`config.mk`:
```
export PLATFORM = sky130hd
export DESIGN_NAME = cpu_mem_arbiter
export DESIGN_NICKNAME = d
export VERILOG_FILES = /design/src/rtl/mem_arb_pkg.sv /design/src/rtl/cpu_mem_arbiter.sv
export SDC_FILE = /design/constraint.sdc
export NUM_CORES = 1
export LEC_CHECK = 0
export CORE_AREA = 2 2 117 119
export CTS_CLUSTER_SIZE = 20
export DETAILED_ROUTE_END_ITERATION = 7
export DIE_AREA = 0 0 119 121
export HOLD_SLACK_MARGIN = 0.1
export PLACE_DENSITY = 0.78
export SLEW_MARGIN = 30
export SYNTH_ARGS = -nofsm -noshare
export SYNTH_HDL_FRONTEND = slang
export SYNTH_SLANG_ARGS = --single-unit
```
`constraint.sdc`:
```
create_clock -name clk_i -period 2.8 [get_ports clk_i]
set_input_delay 0.56 -clock clk_i [delete_from_list [all_inputs] [get_ports clk_i]]
set_output_delay 0.56 -clock clk_i [all_outputs]
set_load 0.03 [all_outputs]
```
`src/rtl/mem_arb_pkg.sv`:
```
// Shared definitions for the CPU instruction/data memory-port arbiter.
package mem_arb_pkg;

  // Arbiter sequencing: data access is always served before the fetch.
  typedef enum logic [1:0] {
    IDLE  = 2'd0,
    DATA  = 2'd1,
    INSTR = 2'd2,
    DONE  = 2'd3
  } arb_state_e;

  // Widest byte-enable vector supported (DATA_W up to 128 bits).
  localparam int MAX_BE_W = 16;

  // Default byte enables for fetches: every byte lane enabled.
  localparam logic [MAX_BE_W-1:0] BE_ALL_ONES = '1;

endpackage

```
`src/rtl/cpu_mem_arbiter.sv`:
```
// Serialises CPU data accesses and instruction fetches onto one memory port.
// Handshake: mem_req_o rises when a transaction starts and stays high with
// stable address/data until mem_ack_i is seen at a clock edge; the CPU is
// held stalled (both readies low) until the single DONE cycle, in which the
// CPU advances and both readies are high.
module cpu_mem_arbiter
  import mem_arb_pkg::*;
#(
  parameter int ADDR_W = 32,
  parameter int DATA_W = 32
) (
  input  logic                clk_i,
  input  logic                rst_i,
  input  logic                instr_rd_i,
  input  logic [ADDR_W-1:0]   instr_addr_i,
  output logic [DATA_W-1:0]   instr_data_o,
  output logic                instr_ready_o,
  input  logic                data_rd_i,
  input  logic                data_wr_i,
  input  logic [ADDR_W-1:0]   data_addr_i,
  input  logic [DATA_W-1:0]   data_wdata_i,
  input  logic [DATA_W/8-1:0] data_be_i,
  output logic [DATA_W-1:0]   data_rdata_o,
  output logic                data_ready_o,
  output logic                mem_req_o,
  output logic                mem_we_o,
  output logic [ADDR_W-1:0]   mem_addr_o,
  output logic [DATA_W-1:0]   mem_wdata_o,
  output logic [DATA_W/8-1:0] mem_be_o,
  input  logic [DATA_W-1:0]   mem_rdata_i,
  input  logic                mem_ack_i,
  output logic [31:0]         stall_cnt_o
);

  localparam int BE_W = DATA_W / 8;

  arb_state_e        state_q, state_d;
  logic [DATA_W-1:0] instr_data_q, instr_data_d;
  logic [DATA_W-1:0] data_rdata_q, data_rdata_d;
  logic [31:0]       stall_cnt_q, stall_cnt_d;
  logic              ready;
  logic              data_req;
  logic              any_req;

  assign data_req = data_rd_i | data_wr_i;
  assign any_req  = data_req | instr_rd_i;

  // Next state, captured read data, memory-side muxing and stall counting.
  always_comb begin
    state_d      = state_q;
    instr_data_d = instr_data_q;
    data_rdata_d = data_rdata_q;
    ready        = 1'b0;
    mem_req_o    = 1'b0;
    mem_we_o     = 1'b0;
    mem_addr_o   = instr_addr_i;
    mem_wdata_o  = data_wdata_i;
    mem_be_o     = BE_ALL_ONES[BE_W-1:0];
    case (state_q)
      IDLE: begin
        ready = !any_req;
        if (data_req) begin
          state_d = DATA;
        end else if (instr_rd_i) begin
          state_d = INSTR;
        end
      end
      DATA: begin
        mem_req_o  = 1'b1;
        mem_we_o   = data_wr_i;
        mem_addr_o = data_addr_i;
        mem_be_o   = data_be_i;
        if (mem_ack_i) begin
          // A simultaneous read+write is a write: nothing is captured.
          if (!data_wr_i) begin
            data_rdata_d = mem_rdata_i;
          end
          state_d = instr_rd_i ? INSTR : DONE;
        end
      end
      INSTR: begin
        mem_req_o = 1'b1;
        if (mem_ack_i) begin
          instr_data_d = mem_rdata_i;
          state_d      = DONE;
        end
      end
      DONE: begin
        ready   = 1'b1;
        state_d = IDLE;
      end
      default: begin
        state_d = IDLE;
      end
    endcase
    stall_cnt_d = stall_cnt_q;
    if (any_req && !ready) begin
      stall_cnt_d = stall_cnt_q + 32'd1;
    end
  end

  // State and result registers; reset abandons any transaction at once.
  always_ff @(posedge clk_i or negedge rst_i) begin
    if (!rst_i) begin
      state_q      <= IDLE;
      instr_data_q <= '0;
      data_rdata_q <= '0;
      stall_cnt_q  <= '0;
    end else begin
      state_q      <= state_d;
      instr_data_q <= instr_data_d;
      data_rdata_q <= data_rdata_d;
      stall_cnt_q  <= stall_cnt_d;
    end
  end

  assign instr_ready_o = ready;
  assign data_ready_o  = ready;
  assign instr_data_o  = instr_data_q;
  assign data_rdata_o  = data_rdata_q;
  assign stall_cnt_o   = stall_cnt_q;

endmodule

```
# Yosys cells after proc, flatten, opt, wreduce, memory -nomap -nowiden
# Cells that the tools add are included.
totals:
  reg_bits: 98
  inputBits: 138
  out_inout_bits: 168
  word_cells: 33
op_classes:
  addsub: 1
  n_eq_ne: 6
  n_mux: 11
  n_bitwise: 3
  n_reduce_logical: 8
op_table:
  columns: ["cell", "count"]
  rows:
  - ["32-bit by 1-bit adder with 32-bit output, second input constant", 1]
  - ["32-bit two-way mux", 1]
  - ["2-bit two-way mux", 4]
  - ["2-bit one-hot mux with 4 select lines", 1]
  - ["3-bit AND reduction", 2]
  - ["2-bit equality test, second input constant", 2]
  - ["4-bit two-way mux", 1]
  - ["2-bit != test, second input constant", 2]
  - ["1-bit two-way mux", 3]
  - ["3-bit != test, second input constant", 1]
  - ["2-bit by 1-bit equality test with 1-bit output, second input constant", 1]
  - ["1-bit zero test", 2]
  - ["2-bit zero test", 1]
  - ["1-bit bitwise OR", 2]
  - ["1-bit one-hot mux with 2 select lines", 1]
  - ["2-bit AND reduction", 1]
  - ["2-bit OR reduction", 1]
  - ["1-bit logical AND", 1]
  - ["1-bit NOT", 1]

# Depth between registers and ports, before layout
# Gate-level depths: netlist of run 1.
logic_depth:
  depth_word: 6
  mapped_depth: 6
  ltp_nobuf: 5

# Worst setup path before layout of run 1
# OpenSTA, ideal clock, no wires.
synth_path:
  kind: "input -> output"
  from: "in data_rd_i"
  to: "out instr_ready_o"
  t_arrival_ns: 1.715
  required_time_ns: 2.240
  path_slack_ns: 0.525
  cell_stages: 4
  path_buffers: 1
  path_cell_list: "nor3_2 -> a21oi_1 -> nor2_1 -> buf_4"
synth_between:
  elab_chain_len: 4
synth_lines:
  columns: ["item", "line", "rtl"]
  rows:
  - ["from (decl)", "cpu_mem_arbiter.sv:18", "input logic data_rd_i,"]
  - ["1-bit bitwise OR", "cpu_mem_arbiter.sv:45", "assign data_req = data_rd_i | data_wr_i;"]
  - ["1-bit bitwise OR", "cpu_mem_arbiter.sv:46", "assign any_req = data_req | instr_rd_i;"]
  - ["1-bit zero test", "cpu_mem_arbiter.sv:61", "ready = !any_req;"]
  - ["1-bit one-hot mux with 2 select lines", "cpu_mem_arbiter.sv:59", "case (state_q)"]
  - ["to (decl)", "cpu_mem_arbiter.sv:17", "output logic instr_ready_o,"]
# No other way between the ends.

# Final worst setup path of run 1
layout_path:
  from: "reg state_q[1]"
  to: "out mem_addr_o[6]"
layout_between:
  elab_chain_len: 2
layout_lines:
  columns: ["item", "line", "rtl"]
  rows:
  - ["from (decl)", "cpu_mem_arbiter.sv:37", "arb_state_e state_q, state_d;"]
  - ["from (signal assigned)", "cpu_mem_arbiter.sv:110", "state_q <= state_d;"]
  - ["2-bit by 1-bit equality test with 1-bit output", "cpu_mem_arbiter.sv:59", null]
  - ["32-bit two-way mux", "cpu_mem_arbiter.sv:59", null]
  - ["to (decl)", "cpu_mem_arbiter.sv:27", "output logic [ADDR_W-1:0] mem_addr_o,"]
# No other way between the ends.

==> results_dict.tcl, run 1 <==
set metrics [dict create \
    slew_headroom 0.651 \
    drive_gt1_frac 0.247 \
    power_frac_seq 0.288 \
    start_util 0.365 \
    final_net_count 717 \
    nFillCells 1089 \
    max_freq_mhz 383 \
    die_w_um 119 \
    grtUsageTotal 0.173 \
    p_per_area_nw_per_um2 1060 \
    drt_wl_total_um 12800 \
    route.vias.total 3555 \
    h-tree-depth 3 \
    postRouteAntennaNets 0 \
    synth_enable_flop_cells 0 \
    drcViolationCount 0 \
    critPathCaptureType "output pin" \
    diodes 0 \
    worstPathArrival_ns 2.05 \
    rsz0062_at_grt "false" \
    synth_cell_types 34 \
    tritoncts "yes" \
    syn_nets 507 \
    holdBufCountCts 0 \
    p_clk_frac 0.148 \
    synth.cells.most_frequent "98 x dfrtp_1, 98 x mux2_2, 33 x buf_4" \
    crit_start "state_q[1]" \
    worstSetupPathType "reg2out" \
    core-area_sq_um 13100 \
    io_pins 306 \
    required_ns 2.24 \
    cts_buffer_depth 2 \
    grt.overflow.total 0 \
    period_needed_ns 2.61 \
    dpl.hpwl_um 10200 \
    cts.sinks 98 \
    synth.top_cell.area_share 0.514 \
    internal_power_mw 4.68 \
    highest_layer "met4" \
    avgSynthCellArea_sq_um 13.1 \
    drtIter0Drc 109 \
    syn-cell-area_sq_um 4770 \
    root_buffer "clkbuf_16" \
    reg2reg_from "state_q[0]" \
    synthArstFlopShare 1.00 \
    status "completed" \
    leakage_nw 3.18 \
    netSwitchingPower_mw 3.23 \
    core.rowCount 42 \
    synth_top_area_cell "dfrtp_1" \
    routed-wl-met2_um 6660 \
    syn_inst 363 \
    wl_per_cell_um 17.0 \
    numCtsBuffers 9 \
    grt_max_degree 44 \
    ys_warn_count 0 \
    cts_resized 23 \
    setup_tns_ns 0 \
    drv_cap 0 \
    post-route-period-util 0.933 \
    tightest_slew_ns 0.519 \
    grt_pass1_vias 3653 \
    combPwrFrac 0.563 \
    yosysSeqAreaShare 0.514 \
    die_h_um 121 \
    first_pass_iters 4 \
    clock_skew_ns 0.00536 \
    total_power_mw 7.91 \
    synth.top_cells.by_area "dfrtp_1 51%, mux2_2 23%, buf_4 5.2%, xnor2_1 3.1%, xor2_1 2.6%" \
    synth_top_flop_cell "dfrtp_1" \
    final_max_slew_viol_count 0 \
    cp-start-kind "flip-flop" \
    post_cts_buffers 0 \
    clk_pin_slew_ns 0.06 \
    dieArea_sq_um 14400 \
    finalSetupViolCount 0 \
    area_delta_synth_final_pct 56.0 \
    antenna_found_initial 0 \
    gp_congestion 0.823 \
    hp-class "in2async" \
    grt_pass1_wl_um 19400 \
    crit_fanout 40 \
    wl_met1_um 4830 \
    routed-wl-met3_um 969 \
    io_buffers 241 \
    ys_ff_latch 98 \
    hold_violations 0 \
    insertion_delay_ns 0.34 \
    p_sw_frac 0.409 \
    peakVddDrop_uv 385 \
    viasPerCell 4.71 \
]
## registers in the layout, indices dropped and copies added (netlist names)
signal        cells
data_rdata_o     32
instr_data_o     32
stall_cnt_o      32
state_q           2
## per-layer routing
| layer | up-vias | track usage |
|---|---|---|
| met5 | - | 0 |
| met4 | 0 | 0.0811 |
| met3 | 25 | 0.0423 |
| met2 | 175 | 0.309 |
| met1 | 1705 | 0.193 |
| li1 | 1650 | - |
## layout by cell type, fill, tap and decap left out, types with 2 or more instances in the layout
master and n:
clkdlybuf4s50_1 204, mux2_2 98, dfrtp_1 98, dlygate4sd2_1 23
xnor2_1 17, xor2_1 14, buf_4 11, nand2_1 10
nand3_1 10, clkbuf_16 9, buf_12 8, nor2_1 7
nand4_1 7, and3_1 7, ha_1 6, inv_1 5
nor4_2 5, nand2b_1 4, and2_1 4, and4_1 4
nor3_1 3, clkinv_4 3, a21oi_1 2, nand4_2 2
mux2i_1 2, clkbuf_8 2
## layout make-up
| type | instances | area [sq um] | share of cell area |
|---|---|---|---|
| clock buffers | 11 | 253 | 0.0339 |
| clock inverters | 5 | 38.8 | 0.00521 |
| inverters | 5 | 18.8 | 0.00252 |
| multi-input cells | 213 | 1980 | 0.266 |
| flip-flops and latches | 98 | 2450 | 0.329 |
| well taps | 176 | 220 | 0.0296 |
| repair buffers | 246 | 2490 | 0.334 |
## worst max-delay path, cell delays in order, from the launching register on
cell and delay (ns):
dfrtp_1 0.41, inv_1 0.13, ha_1 0.21, buf_12 0.22, mux2_2 0.38, dlygate4sd2_1 0.36
## power groups by stage
stage	clock, mW	combinational [mW]	sequential [mW]
after floorplan	0	1.65	3.31
after global placement	0	4.54	2.26
after detailed placement	0	4.58	2.31
after CTS	1.21	4.51	2.28
after global routing	1.27	4.67	2.35
final	1.17	4.45	2.28
## worst paths after layout
kind	end	slack (ns)	depth (start not counted)
setup / recovery	mem_addr_o[6]	0.19	5
hold reg to reg	stall_cnt_o[31]	0.48	1
min in group clk_i	stall_cnt_o[31]	0.48	1
setup reg to reg	stall_cnt_o[18]	0.75	5
max in group asynchronous	stall_cnt_o[12]	1.98	2
hold / removal	stall_cnt_o[31]	0.19	1
## kinds of logic after synthesis
group	Yosys count	share of synthesized area
muxes	100	0.235
AOI/OAI and AO/OA	4	0.00472
DFF	98	0.514
and+or+nand+nor	72	0.102
xor gates and xnor gates	31	0.0569
buffers and inverters	52	0.0718
adders and majority gates	6	0.0157
## per-stage QoR
stage	utilization	hold slack (ns)	std cells	setup slack, ns	instance area (sq um)
after floorplan	-	0.264	363	0.525	4770
after global routing	0.569	0.214	754	0.0840	7450
after global placement	0.549	0.465	738	0.273	7180
after detailed placement	0.549	0.475	738	0.255	7180
final	0.569	0.192	754	0.187	7450
after CTS	0.569	0.191	754	0.150	7450
(Power assumes the default switching activity.)
==> run 2, diff against run 1 <==
--- a/config.mk
+++ b/config.mk
@@ -6,11 +6,14 @@
 export NUM_CORES = 1
 export LEC_CHECK = 0
 export CORE_AREA = 2 2 117 119
+export CTS_BUF_LIST = sky130_fd_sc_hd__clkbuf_8 sky130_fd_sc_hd__clkbuf_16
 export CTS_CLUSTER_SIZE = 20
 export DETAILED_ROUTE_END_ITERATION = 7
 export DIE_AREA = 0 0 119 121
+export GPL_ROUTABILITY_DRIVEN = 0
 export HOLD_SLACK_MARGIN = 0.1
 export PLACE_DENSITY = 0.78
+export REMOVE_ABC_BUFFERS = 1
 export SLEW_MARGIN = 30
 export SYNTH_ARGS = -nofsm -noshare
 export SYNTH_HDL_FRONTEND = slang
==> run 2 against run 1 <==
- first-iteration DRC count rose by 28%
- combinational power fell by 2%
- utilization fell by 0.45 points
- sequential share of layout area rose by 0.26 points
- critical endpoint is now mem_addr_o[31]
- wire length rose by 2.9%
- worst hold slack improved by 0.049 ns
==> results_dict.tcl, run 2 (synthesis gave the netlist of run 1 again) <==
set metrics [dict create \
    tritoncts "yes" \
    cts_resized 32 \
    insertion_delay_ns 0.34 \
    period_needed_ns 2.61 \
    total_power_mw 7.75 \
    grt_pass1_wl_um 20000 \
    drtIter0Drc 140 \
    start_util 0.365 \
    layout_common_cells "205 x clkdlybuf4s50_1, 98 x mux2_2, 98 x dfrtp_1, 32 x dlygate4sd2_1, 17 x xnor2_1" \
    drv_cap 0 \
    holdBufCountCts 0 \
    final_common_cell "clkdlybuf4s50_1" \
    viasPerCell 4.82 \
    finalSetupViolCount 0 \
    die_h_um 121 \
    antenna_found_initial 0 \
    hp-class "in2async" \
    grt.overflow.total 0 \
    cts.sinks 98 \
    final_area_sq_um 7390 \
    io_pins 306 \
    numCtsBuffers 9 \
    slew_headroom 0.561 \
    root_buffer "clkbuf_16" \
    leakage_nw 3.16 \
    p_sw_frac 0.412 \
    nFillCells 1095 \
    status "completed" \
    cts_buffer_depth 2 \
    power_frac_seq 0.293 \
    combPwrFrac 0.564 \
    h-tree-depth 3 \
    tightest_slew_ns 0.658 \
    internal_power_mw 4.56 \
    wl_per_cell_um 17.5 \
    final_max_slew_viol_count 0 \
    postRouteAntennaNets 0 \
    io_buffers 241 \
    drive_gt1_frac 0.227 \
    route.vias.total 3635 \
    max_freq_mhz 383 \
    layout.area.seq_sq_um 2450 \
    worstPathArrival_ns 2.05 \
    drt_wl_total_um 13200 \
    post-route-period-util 0.933 \
    crit_start "state_q[1]" \
    multi_input_area_sq_um 1980 \
    dpl.hpwl_um 10200 \
    netSwitchingPower_mw 3.19 \
    worstSetupPathType "reg2out" \
    clk_pin_slew_ns 0.06 \
    final_net_count 718 \
    cp-start-kind "flip-flop" \
    p_clk_frac 0.143 \
    core.rowCount 42 \
    drcViolationCount 0 \
    peakVddDrop_uv 584 \
    required_ns 2.24 \
    hold_violations 0 \
    area_delta_synth_final_pct 54.8 \
    crit_fanout 12 \
    critPathCaptureType "output pin" \
    core-area_sq_um 13100 \
    dieArea_sq_um 14400 \
    grtUsageTotal 0.180 \
    grt_max_degree 51 \
    diodes 0 \
    rsz0062_at_grt "false" \
    p_per_area_nw_per_um2 1050 \
    first_pass_iters 4 \
    reg2reg_from "state_q[0]" \
    post_cts_buffers 0 \
    setup_tns_ns 0 \
    clock_skew_ns 0.00702 \
    grt_pass1_vias 3778 \
    finish.utilization 0.565 \
    die_w_um 119 \
    dpl_cell_area_sq_um 7170 \
]
## run 2: cell count changes in the layout (fill, tap and decap cells not counted), moves of 2 or more
cell / delta
inv_1: +2
dlygate4sd2_1: +9
clkinv_4: -3
buf_4: -5
buf_12: -4
clkbuf_8: -2
## run 2: power by group through the flow
stage | registers [mW] | logic [mW] | clock network (mW)
final | 2.27 | 4.37 | 1.11
after global routing | 2.34 | 4.57 | 1.21
after CTS | 2.28 | 4.42 | 1.15
after detailed placement | 2.30 | 4.52 | 0
after global placement | 2.26 | 4.45 | 0
after floorplan | 3.31 | 1.53 | 0
## run 2: worst paths after layout
| kind | endpoint | slack, ns | cells after the start |
|---|---|---|---|
| max reg2reg | stall_cnt_o[18] | 0.74 | 5 |
| max in group asynchronous | data_rdata_o[9] | 1.84 | 2 |
| min in group clk_i | stall_cnt_o[31] | 0.48 | 1 |
| max | mem_addr_o[31] | 0.19 | 5 |
| min | data_rdata_o[18] | 0.24 | 1 |
| min reg2reg | stall_cnt_o[31] | 0.48 | 1 |
## run 2: metrics by stage
step | setup WS, ns | hold slack (ns) | instances
2_1_floorplan | -0.401 | 0.264 | 316
3_5_place_dp | 0.300 | 0.472 | 739
3_3_place_gp | 0.359 | 0.462 | 739
5_1_grt | 0.0697 | 0.284 | 754
4_1_cts | 0.164 | 0.259 | 754
6_report | 0.188 | 0.241 | 754
## run 2: cell type report
type | instances | area share
Tap cell | 176 | 0.0298
Sequential cell | 98 | 0.332
Inverter | 5 | 0.00254
Clock inverter | 6 | 0.00491
Timing Repair Buffer | 247 | 0.333
Clock buffer | 9 | 0.0305
Multi-Input combinational cell | 213 | 0.268
## run 2: per-layer routing
layer,vias to the layer above,GRT usage,wire length [um]
met4,2,0.0499,157
li1,1661,-,-
met3,16,0.0907,1430
met5,-,0.0368,44
met1,1764,0.215,5220
met2,192,0.283,6350
## run 2: critical path, cell delays in order (launching register included)
cell,delay (ns)
dfrtp_1,0.40
inv_1,0.12
ha_1,0.23
buf_4,0.22
mux2_2,0.37
dlygate4sd2_1,0.37
==> run 3, diff against run 2 <==
--- a/config.mk
+++ b/config.mk
@@ -13,6 +13,7 @@
 export GPL_ROUTABILITY_DRIVEN = 0
 export HOLD_SLACK_MARGIN = 0.1
 export PLACE_DENSITY = 0.78
+export RECOVER_POWER = 50
 export REMOVE_ABC_BUFFERS = 1
 export SLEW_MARGIN = 30
 export SYNTH_ARGS = -nofsm -noshare
==> run 3 against run 2 <==
- first-iteration DRC count is 3.6% lower
- clock power hardly changed
- utilization is 0.38 points lower
- critical path depth stayed put
- die area stayed put
- register-to-register slack worse by 0.20 ns
- total power hardly changed
- wire length is 0.33% higher
==> results_dict.tcl, run 3 (synthesis gave the netlist of run 1 again) <==
set metrics [dict create \
    dieArea_sq_um 14400 \
    h-tree-depth 3 \
    p_per_area_nw_per_um2 1050 \
    critPathCaptureType "output pin" \
    io_pins 306 \
    grt_pass1_wl_um 20000 \
    numCtsBuffers 9 \
    area_delta_synth_final_pct 53.7 \
    required_ns 2.24 \
    first_pass_iters 4 \
    hp-class "in2async" \
    use_met2 0.283 \
    slew_headroom 0.171 \
    drcViolationCount 0 \
    start_util 0.365 \
    netSwitchingPower_mw 3.19 \
    core.rowCount 42 \
    max_freq_mhz 383 \
    path_depth 5 \
    cts.sinks 98 \
    fin_hold_ws_ns 0.472 \
    root_buffer "clkbuf_16" \
    cp-start-kind "flip-flop" \
    reg2reg_from "state_q[0]" \
    grt.overflow.total 0 \
    max_stage_delay_ns 0.40 \
    drv_cap 0 \
    layout_common_cells "204 x clkdlybuf4s50_1, 98 x mux2_2, 98 x dfrtp_1, 32 x dlygate4sd2_1, 17 x xnor2_1" \
    diodes 0 \
    dpl_cell_area_sq_um 7170 \
    crit_fanout 12 \
    p_clk_frac 0.144 \
    antenna_found_initial 0 \
    die_w_um 119 \
    combPwrFrac 0.563 \
    met1_usage 0.215 \
    die_h_um 121 \
    critical_path.top_delay_family "buffers and inverters" \
    core-area_sq_um 13100 \
    tritoncts "yes" \
    power_frac_seq 0.293 \
    grt.busiest_layer "met2" \
    worstSetupPathType "reg2out" \
    peakVddDrop_uv 582 \
    insertion_delay_ns 0.34 \
    crit_chain "inv_1, ha_1, buf_4, mux2_2, dlygate4sd2_1" \
    grtUsageTotal 0.180 \
    wl_per_cell_um 17.6 \
    final_common_cell "clkdlybuf4s50_1" \
    rsz0062_at_grt "false" \
    holdBufCountCts 0 \
    cts_buffer_depth 2 \
    hold_violations 0 \
    postRouteAntennaNets 0 \
    leakage_nw 3.13 \
    tightest_slew_ns 1.24 \
    cp_slowest_cell "dfrtp_1" \
    drive_gt1_frac 0.221 \
    reg2reg_slack_ns 0.54 \
    post-route-period-util 0.934 \
    grt_max_degree 51 \
    status "completed" \
    final_area_sq_um 7340 \
    worst-path-buf-inv 3 \
    internal_power_mw 4.55 \
    period_needed_ns 2.61 \
    clock_skew_ns 0.00865 \
    crit_start "state_q[1]" \
    clk_pin_slew_ns 0.06 \
    finalSetupViolCount 0 \
    grt_pass1_vias 3778 \
    gr-usage-met3 0.0907 \
    total_power_mw 7.74 \
    worstPathArrival_ns 2.05 \
    p_sw_frac 0.412 \
    final_max_slew_viol_count 0 \
    io_buffers 241 \
    drt_wl_total_um 13200 \
    final_net_count 718 \
    viasPerCell 4.84 \
    reg2regPathDepth 5 \
    drtIter0Drc 135 \
    route.vias.total 3652 \
    dpl.hpwl_um 10200 \
]
run 3: power by group through the flow:
stage | registers (mW) | logic [mW] | clock network, mW
after CTS | 2.28 | 4.42 | 1.15
after global placement | 2.26 | 4.45 | 0
after detailed placement | 2.30 | 4.52 | 0
after floorplan | 3.31 | 1.53 | 0
after global routing | 2.34 | 4.56 | 1.21
final | 2.27 | 4.36 | 1.11
run 3: per-layer routing:
layer / wire (um) / vias up / part of all wire
met5: 44 / - / 0.0033
met4: 157 / 2 / 0.012
met3: 1390 / 16 / 0.11
met2: 6350 / 193 / 0.48
met1: 5300 / 1779 / 0.40
li1: - / 1662 / -
run 3: path summary, 6_finish.rpt:
path | to
worst min register to register | stall_cnt_o[31]
worst max register to register | stall_cnt_o[18]
max in group asynchronous | data_rdata_o[9]
min in group clk_i | stall_cnt_o[31]
worst min-delay path | data_rdata_o[18]
worst max-delay path | mem_addr_o[31]
run 3: area by class of cell:
class                           instances  area [sq um]
Clock inverter                          6          36.3
Tap cell                              176           220
Timing Repair Buffer                  247          2420
Clock buffer                            9           225
Inverter                                5          18.8
Multi-Input combinational cell        213          1970
Fill cell                            1103          5750
Sequential cell                        98          2450
run 3: stage by stage:
stage / util / setup slack, ns / setup TNS [ns] / cells
floorplan: - / -0.401 / -12.84 / 316
global placement: 0.548 / 0.359 / 0 / 739
detailed placement: 0.548 / 0.300 / 0 / 739
CTS: 0.565 / 0.164 / 0 / 754
global route: 0.561 / 0.0697 / 0 / 754
finish: 0.561 / 0.186 / 0 / 754
run 3: what timing repair did:
action	4_1_cts	5_1_grt
endpoints found under the setup margin	32	0
gates resized for setup	32	0
endpoints found under the hold margin	0	0
buffers inserted	0	0
